## src/rtl/pack_pkg.sv

```systemverilog
// Shared types and helpers for the pack_coalesce slice.
package pack_pkg;

   localparam int unsigned PACK_N = 8;

   // Slot count wide enough to hold 0..N (and sums up to 2N-1).
   typedef logic [$clog2(PACK_N):0] cnt_t;

   // RUN accepts upstream beats; DRAIN emits the residue left by an overflowing flush.
   typedef enum logic [0:0] {
      RUN   = 1'b0,
      DRAIN = 1'b1
   } pack_coalesce_st_t;

   // Builds the text reported when a field exceeds its legal bound.
   function automatic string pack_msg(input string what, input int unsigned val,
                                      input int unsigned lim);
      return $sformatf("pack_coalesce: %s=%0d exceeds limit %0d", what, val, lim);
   endfunction

endpackage

```

## src/rtl/pack_coalesce_chk.sv

```systemverilog
// Protocol checker for the upstream side of pack_coalesce.
module pack_coalesce_chk
   import pack_pkg::*;
#(
   parameter int unsigned N = 8
) (
   input logic                 clk,
   input logic                 rst_n,
   input logic                 in_vld,
   input logic                 in_rdy,
   input logic [$clog2(N):0]   in_cnt
);

   localparam int unsigned CW = $clog2(N) + 1;

   // An accepted beat may never claim more than N valid slots.
   a_in_cnt_legal: assert property (@(posedge clk) disable iff (!rst_n)
      (in_vld && in_rdy) |-> (in_cnt <= CW'(N)))
      else $error("%s", pack_msg("in_cnt", 32'(in_cnt), N));

endmodule

```

## src/rtl/pack_merge.sv

```systemverilog
// Combinational merge of the residue buffer with an incoming beat.
// Incoming slots are placed directly after the held slots; unused slots read as zero.
module pack_merge
   import pack_pkg::*;
#(
   parameter int unsigned N = 8,
   parameter int unsigned W = 32
) (
   input  logic [(N-1)*W-1:0]   acc,
   input  logic [$clog2(N):0]   acc_cnt,
   input  logic [N*W-1:0]       in_w,
   input  logic [$clog2(N):0]   in_cnt,
   output logic [(2*N-1)*W-1:0] m,
   output logic [$clog2(N):0]   s
);

   localparam int unsigned CW = $clog2(N) + 1;
   localparam int unsigned MW = (2*N-1) * W;

   logic [MW-1:0] acc_ext_s;
   logic [MW-1:0] in_ext_s;

   // Zero every slot beyond its valid count so the OR below cannot pick up stale data.
   always_comb begin
      acc_ext_s = {MW{1'b0}};
      in_ext_s  = {MW{1'b0}};
      for (int i = 0; i < int'(N) - 1; i++) begin
         if (CW'(i) < acc_cnt) begin
            acc_ext_s[i*W +: W] = acc[i*W +: W];
         end else begin
            acc_ext_s[i*W +: W] = {W{1'b0}};
         end
      end
      for (int i = 0; i < int'(N); i++) begin
         if (CW'(i) < in_cnt) begin
            in_ext_s[i*W +: W] = in_w[i*W +: W];
         end else begin
            in_ext_s[i*W +: W] = {W{1'b0}};
         end
      end
   end

   assign m = acc_ext_s | (in_ext_s << (32'(acc_cnt) * 32'(W)));
   assign s = acc_cnt + in_cnt;

endmodule

```

## src/rtl/pack_coalesce.sv

```systemverilog
// Coalesces partially filled packer beats into dense N-slot output beats.
// Holds up to N-1 residue slots and one registered output beat.
module pack_coalesce
   import pack_pkg::*;
#(
   parameter int unsigned N = 8,
   parameter int unsigned W = 32
) (
   input  logic                 clk,
   input  logic                 rst_n,
   input  logic                 in_vld,
   output logic                 in_rdy,
   input  logic [N*W-1:0]       in_w,
   input  logic [$clog2(N):0]   in_cnt,
   input  logic                 in_flush,
   output logic                 out_vld,
   input  logic                 out_rdy,
   output logic [N*W-1:0]       out_w,
   output logic [$clog2(N):0]   out_cnt,
   output logic                 out_last
);

   localparam int unsigned CW = $clog2(N) + 1;
   localparam int unsigned MW = (2*N-1) * W;
   localparam logic [CW-1:0] N_C = CW'(N);

   pack_coalesce_st_t  st_q, st_d;
   logic [(N-1)*W-1:0] acc_q, acc_d;
   logic [CW-1:0]      acc_cnt_q, acc_cnt_d;
   logic               out_vld_q, out_vld_d;
   logic [N*W-1:0]     out_w_q, out_w_d;
   logic [CW-1:0]      out_cnt_q, out_cnt_d;
   logic               out_last_q, out_last_d;

   logic               free_s;
   logic               accept_s;
   logic [MW-1:0]      m_s;
   logic [CW-1:0]      s_s;

   pack_merge #(.N(N), .W(W)) u_merge (
      .acc     (acc_q),
      .acc_cnt (acc_cnt_q),
      .in_w    (in_w),
      .in_cnt  (in_cnt),
      .m       (m_s),
      .s       (s_s)
   );

   pack_coalesce_chk #(.N(N)) u_chk (
      .clk    (clk),
      .rst_n  (rst_n),
      .in_vld (in_vld),
      .in_rdy (in_rdy),
      .in_cnt (in_cnt)
   );

   // The output slot can take a new beat when empty or being drained this cycle.
   assign free_s   = ~out_vld_q | out_rdy;
   assign in_rdy   = rst_n & (st_q == RUN) & free_s;
   assign accept_s = in_vld & in_rdy;

   assign out_vld  = out_vld_q;
   assign out_w    = out_w_q;
   assign out_cnt  = out_cnt_q;
   assign out_last = out_last_q;

   // Next-state: drain residue, absorb a beat, or emit a full/flushed beat.
   always_comb begin
      st_d       = st_q;
      acc_d      = acc_q;
      acc_cnt_d  = acc_cnt_q;
      out_vld_d  = out_vld_q;
      out_w_d    = out_w_q;
      out_cnt_d  = out_cnt_q;
      out_last_d = out_last_q;
      if (free_s) begin
         out_vld_d = 1'b0;
         if (st_q == DRAIN) begin
            out_vld_d  = 1'b1;
            out_w_d    = {{W{1'b0}}, acc_q};
            out_cnt_d  = acc_cnt_q;
            out_last_d = 1'b1;
            acc_cnt_d  = {CW{1'b0}};
            st_d       = RUN;
         end else if (accept_s) begin
            if (in_flush) begin
               out_vld_d = 1'b1;
               out_w_d   = m_s[N*W-1:0];
               if (s_s <= N_C) begin
                  out_cnt_d  = s_s;
                  out_last_d = 1'b1;
                  acc_cnt_d  = {CW{1'b0}};
               end else begin
                  out_cnt_d  = N_C;
                  out_last_d = 1'b0;
                  acc_d      = m_s[MW-1:N*W];
                  acc_cnt_d  = s_s - N_C;
                  st_d       = DRAIN;
               end
            end else begin
               if (s_s < N_C) begin
                  acc_d     = m_s[(N-1)*W-1:0];
                  acc_cnt_d = s_s;
               end else begin
                  out_vld_d  = 1'b1;
                  out_w_d    = m_s[N*W-1:0];
                  out_cnt_d  = N_C;
                  out_last_d = 1'b0;
                  acc_d      = m_s[MW-1:N*W];
                  acc_cnt_d  = s_s - N_C;
               end
            end
         end else begin
            // Slot free but nothing to load: output simply goes idle.
            st_d = st_q;
         end
      end else begin
         // Downstream stalled: every field of the output register holds.
         st_d = st_q;
      end
   end

   // State, residue and output register; reset discards any held data.
   always_ff @(posedge clk or negedge rst_n) begin
      if (!rst_n) begin
         st_q       <= RUN;
         acc_q      <= {((N-1)*W){1'b0}};
         acc_cnt_q  <= {CW{1'b0}};
         out_vld_q  <= 1'b0;
         out_w_q    <= {(N*W){1'b0}};
         out_cnt_q  <= {CW{1'b0}};
         out_last_q <= 1'b0;
      end else begin
         st_q       <= st_d;
         acc_q      <= acc_d;
         acc_cnt_q  <= acc_cnt_d;
         out_vld_q  <= out_vld_d;
         out_w_q    <= out_w_d;
         out_cnt_q  <= out_cnt_d;
         out_last_q <= out_last_d;
      end
   end

endmodule
```

## config.mk

```make
export PLATFORM = sky130hd
export DESIGN_NAME = pack_coalesce
export DESIGN_NICKNAME = d
export VERILOG_FILES = /design/src/rtl/pack_pkg.sv /design/src/rtl/pack_coalesce_chk.sv /design/src/rtl/pack_merge.sv /design/src/rtl/pack_coalesce.sv
export SDC_FILE = /design/constraint.sdc
export NUM_CORES = 2
export LEC_CHECK = 0
export CORE_ASPECT_RATIO = 1.25
export CORE_MARGIN = 5
export CORE_UTILIZATION = 45
export DETAILED_ROUTE_END_ITERATION = 16
export GPL_TIMING_DRIVEN = 0
export PLACE_DENSITY = 0.69
export RECOVER_POWER = 50
export SLEW_MARGIN = 10
export SYNTH_ARGS = -nofsm -noshare
export SYNTH_HDL_FRONTEND = slang
export SYNTH_SLANG_ARGS = --single-unit
```

## constraint.sdc

```tcl
create_clock -name clk -period 6.3 [get_ports clk]
set_input_delay 0.63 -clock clk [delete_from_list [all_inputs] [get_ports clk]]
set_output_delay 0.63 -clock clk [all_outputs]
set_load 0.03 [all_outputs]
```

* Yosys cells after proc, flatten, opt, wreduce, memory -nomap -nowiden
Cells that the tools add are included.
** Word-level totals
- Flip-flop bits (word level) :: 491
- Logic and storage cells :: 85
- Output and inout bits :: 263
** Operators by class
- Equality and inequality tests :: 2
- Magnitude comparators :: 17
- Reduce and logical (&&, ||, !) cells :: 4
- $add $sub $neg :: 2
- Shifts and indexed selects :: 1
- Mux-type cells :: 45
- Bitwise gates (word level) :: 7
** Operators by type and width (number)
- 256-bit 2-to-1 mux :: 4
- 224-bit 2-to-1 mux :: 3
- 32-bit 2-to-1 mux :: 15
- 224-bit by 480-bit OR with 480-bit output :: 1
- 256-bit by 9-bit left shift with 480-bit output :: 1
- 4-bit 2-to-1 mux :: 10
- 3-bit by 4-bit < comparator with 1-bit output, first input constant :: 7
- 1-bit by 4-bit < comparator with 1-bit output, first input constant :: 4
- 2-bit by 4-bit < comparator with 1-bit output, first input constant :: 4
- 1-bit 2-to-1 mux :: 13
- 4-bit adder :: 1
- 4-bit less-or-equal comparator, second input constant :: 1
- 4-bit < comparator, second input constant :: 1
- 4-bit AND reduction :: 1
- 4-bit subtractor, second input constant :: 1
- 1-bit AND :: 3
- 3-bit inequality test, second input constant :: 1
- 3-bit AND reduction :: 1
- 2-bit inequality test, second input constant :: 1
- 1-bit NOT :: 2
- 2-bit AND reduction :: 1
- 2-bit nonzero test :: 1
- 1-bit OR :: 1

* Logic depth before layout (Yosys ltp)
- Word-level depth :: 8
- Gate-level depth with buffers :: 11

* Modules after synthesis
A second synthesis with hierarchy kept.
** Second synthesis, totals
- Cell total of the unflattened synthesis :: 4571
- Area, all modules :: 40204.8 µm²
** By module, submodules not included
- pack_coalesce :: cells an instance 2540, area an instance 26809.5 µm², instances 1
- pack_merge :: cells an instance 2031, area an instance 13395.3 µm², instances 1

* Worst setup path before layout
OpenSTA, ideal clock, no wires.
- Path kind :: input-to-reg
- From :: input in_cnt[0]
- To :: register acc_q[70]
- Buffers on the path :: 3
- Arrival :: 2.813 ns
- Stages :: 10
- Required time :: 6.217 ns
- Library setup time :: 0.083 ns
- Path slack :: 3.404 ns
- Cell sequence :: ha_1 > fa_1 > xor2_1 > o311ai_0 > a21o_1 > buf_2 > buf_2 > clkbuf_1 > nand2_1 > o21ai_0
** Between the ends
- Longest elaborated chain between the ends :: 6
- Elaborated cells on any way between the ends :: 26
- Classes of those cells :: add/sub (1); order compare (10); eq/ne (1); shift (1); mux (11); bitwise (1); reduce/logical (1)
** RTL lines
- start, declared :: line pack_coalesce.sv:14 : input logic [$clog2(N):0] in_cnt,
- 1-bit by 4-bit < comparator with 1-bit output (tied with other cells) :: line pack_merge.sv:35 : if (CW'(i) < in_cnt) begin
- 32-bit 2-to-1 mux :: line pack_merge.sv:35
- 256-bit by 9-bit left shift with 480-bit output :: line pack_merge.sv:43 : assign m = acc_ext_s | (in_ext_s << (32'(acc_cnt) * 32'(W)));
- 224-bit by 480-bit OR with 480-bit output :: line pack_merge.sv:43
- 224-bit 2-to-1 mux (on tied branches) :: line pack_coalesce.sv:101, pack_coalesce.sv:89
- 224-bit 2-to-1 mux :: line pack_coalesce.sv:86 : if (in_flush) begin
- end signal, assigned :: line pack_coalesce.sv:127 : acc_q <= {((N-1)*W){1'b0}};
- end, declared :: line pack_coalesce.sv:28 : logic [(N-1)*W-1:0] acc_q, acc_d;
Several ways; a longest one is shown, not always the timed one. The select of a mux whose other input is x is not followed.
A chain may end at the register's enable or synchronous reset.

==> flow_metrics.tcl <==
set metrics [dict create \
    status "complete, but fails checks" \
    violations "max-capacitance violations, max-slew violations" \
    yosysWarnings 0 \
    gp_congestion 1.130 \
    finalNetCount 4823 \
    yosysUniqueCellTypes 72 \
    timing.slew.headroom_pct -142.2 \
    ys_seq_area_share_pct 36.94 \
    worst_ep_required_time_ps 6240 \
    grt_max_degree 109 \
    cts_buffers 51 \
    antenna_found_initial 30 \
    clkTransAtPathRegs_ps 60 \
    start_util_pct 45.35 \
    cp_slowest_cell "clkbuf_1" \
    max-cap-violations 3 \
    synthXorXnorAreaFrac_pct 0.05267 \
    portBuffers 526 \
    synth_edf_count 0 \
    cp_data_arrival_time_ps 4740 \
    peakVddDrop_mv 0.4134 \
    cts_setup_buffers 0 \
    startpoint "rst_n" \
    min_path_type "reg2reg" \
    p_per_area_nw_per_um2 585.4 \
    netlist_area_um2 33260 \
    r2r_slack_ps 1640 \
    die_h_um 313.9 \
    yosys.area_share.simple_pct 12.29 \
    synth.area.top_cells "dfrtp_1 (37%), o21ai_0 (8.1%), mux2_2 (5.8%), nand2_1 (5.7%), nor2_1 (3.6%)" \
    post_drt_wl_per_cell_um 40.20 \
    clk_root_buffer_cell "clkbuf_16" \
    fin_util_pct 57.06 \
    syn-instance-count 3959 \
    crit_type "in2async" \
    fin_crit_sh_pct 76.21 \
    synth_flop_cell "dfrtp_1" \
    wirelength_um 224000 \
    p_leak_nw 16.75 \
    worst_pin_slew_ps 3633 \
    crit_fanout 83 \
    hold_viol_final 0 \
    synth_adder_area_share_pct 0.1731 \
    setup_tns_ps 0 \
    coreArea_um2 73330 \
    crit_chain "dlygate4sd3_1 -> buf_8 -> buf_16 -> clkbuf_1" \
    clock_latency_ps 700 \
    clock_sinks 491 \
    setup_viol_count_final 0 \
    grt_overflow_total 0 \
    grt_usage_pct 53.79 \
    synthDominantCellAreaShare_pct 36.94 \
    vias 41416 \
    synth-compound-area-share_pct 36.09 \
    fp-row-count 111 \
    drive_gt1_share_pct 8.790 \
    grt_pass1_vias 39944 \
    route.detailed.drc 0 \
    r2r_start "acc_cnt_q[2]" \
    synth_top_family_by_area "compound AO/OA/AOI/OAI gates" \
    power.total_w 0.02449 \
    dp_hpwl_um 178900 \
    finClkSkew_ps 59.42 \
    timing.final.crit_period_ps 4801 \
    cp-endpoint "acc_q[195]" \
    drt_iter0_markers 6643 \
    area_growth_pct 25.81 \
    ys_ff_latch 491 \
    routed_via_density 7.432 \
    fp.dieW_um 253.2 \
    grt_pass1_wl_um 305200 \
    rsz0062_at_grt "no" \
    drt-pass1-iter-count 13 \
    io_pins 528 \
    cts_tree "built" \
    crit_path_start_kind "input pin" \
    fmax_mhz 208.3 \
    drv_slew 267 \
    endpoint_kind "async pin" \
    syn_area_per_cell_um2 8.401 \
    synth.area.mux_share_pct 9.074 \
    syn-num-nets 4228 \
    postRouteAntennaNets 0 \
    cts_max_level 2 \
    max_stage_delay_ps 2580 \
    clk_path_buf_depth 3 \
    reg2regPathDepth 8 \
    async_reset_ff_share_pct 100.0 \
    dieArea_um2 79480 \
    worst_r2r_endpoint "out_w[126]" \
    yosysTopAreaCell "dfrtp_1" \
]
[area by class of cell]
class	count	area (µm²)
well taps	960	1201
clock inverters	31	432.9
multi-input cells	3043	19240
fillers	6632	31490
plain buffers	417	1758
flip-flops and latches	491	12290
diodes	17	42.54
inverters	8	30.03
repair buffers	542	5449
clock buffers	64	1405
[through the flow]
step / cell area (µm²) / std cells / setup slack [ps] / hold slack, ps
after detailed placement: 39950 / 5456 / 1220 / 468.8
after floorplan: 33260 / 3959 / 3404 / 334.4
final: 41840 / 5573 / 1499 / 475.6
after global routing: 41810 / 5560 / 902.8 / 503.0
after global placement: 39720 / 5445 / -17780 / 460.2
after CTS: 41800 / 5552 / 1642 / 483.5
[power by group]
group | switching [W] | total [W] | internal [W]
clock network | 0.00153 | 0.00346 | 0.00193
registers | 0.000967 | 0.00551 | 0.00454
logic | 0.0108 | 0.0155 | 0.00473
[registers in the layout, summed over array words and instances, names as in the netlist]
name       cells
acc_cnt_q      4
acc_q        224
out_cnt        4
out_last       1
out_vld        1
out_w        256
st_q           1
[cell usage after synthesis, types with 52 or more instances]
library cell and instances:
a32oi_1 77, a22oi_1 103, a22o_1 105, mux2_2 172, a21oi_1 231, o2bb2ai_1 57, mux2i_1 108, o21ai_0 535
buf_2 60, clkbuf_1 305, nor2_1 320, nand2_1 503, dfrtp_1 491, a221oi_1 57, a2bb2oi_1 52, o22ai_1 154
[per-layer routing]
metal | global-route usage, % | vias up | part of all wire, %
li1 | - | 16260 | -
met1 | 59.56 | 19894 | 32
met2 | 76.97 | 3899 | 41
met3 | 23.19 | 1353 | 15
met4 | 49.62 | 10 | 12
met5 | 0.9938 | - | 0.031
[logic make-up (layout without fill, tap and decap cells)]
| kind of cell | after synthesis | in the layout |
|---|---|---|
| buffers and inverters | 425 | 1062 |
| XOR/XNOR | 2 | 2 |
| other | 0 | 17 |
| flip-flops | 491 | 491 |
| AO/OA/AOI/OAI | 1769 | 1769 |
| adder cells (fa/ha/maj) | 4 | 4 |
| multiplexers | 280 | 280 |
| AND/OR/NAND/NOR | 988 | 988 |
[worst min path at each step]
stage,startpoint,to,cells past startpoint
floorplan,rst_n,acc_cnt_q[0],0
global placement,acc_q[26],acc_q[26],1
detailed placement,acc_q[2],acc_q[2],1
CTS,out_w[28],out_w[28],2
global route,acc_q[26],acc_q[26],1
finish,out_w[28],out_w[28],2
[cells in the final DEF, fill, tap and decap left out, drive strengths merged, types with 9 or more instances in the layout]
cell and count:
a21oi 233, a221oi 78, a211o 22, diode 17, o211ai 9, dlygate4sd3 132
inv 13, nand2 503, nor3 23, o21bai 24, o21ai 579, a22oi 103
nor2 321, clkinv 13, mux2i 108, o22a 33, and2 27, o22ai 155
nand3 30, clkdlybuf4s50 394, a22o 105, buf 123, a211oi 38, a31oi 13
mux2 172, a222oi 45, clkbuf 374, o221ai 19, o2bb2ai 57, a2bb2oi 52
o32ai 15, a32oi 77, a221o 33, o21a 32, and3 37, a21o 23
dfrtp 491, or3 13
[critical path, delay by kind of cell]
family / cells / cell delay (ps)
buf+inv: 4 / 3970
[what timing repair did]
item,in CTS,in global routing
resized for setup,0,0
hold endpoints to repair,37,0
hold buffers,1,0
Note: power is estimated with default switching activity, not from simulation.
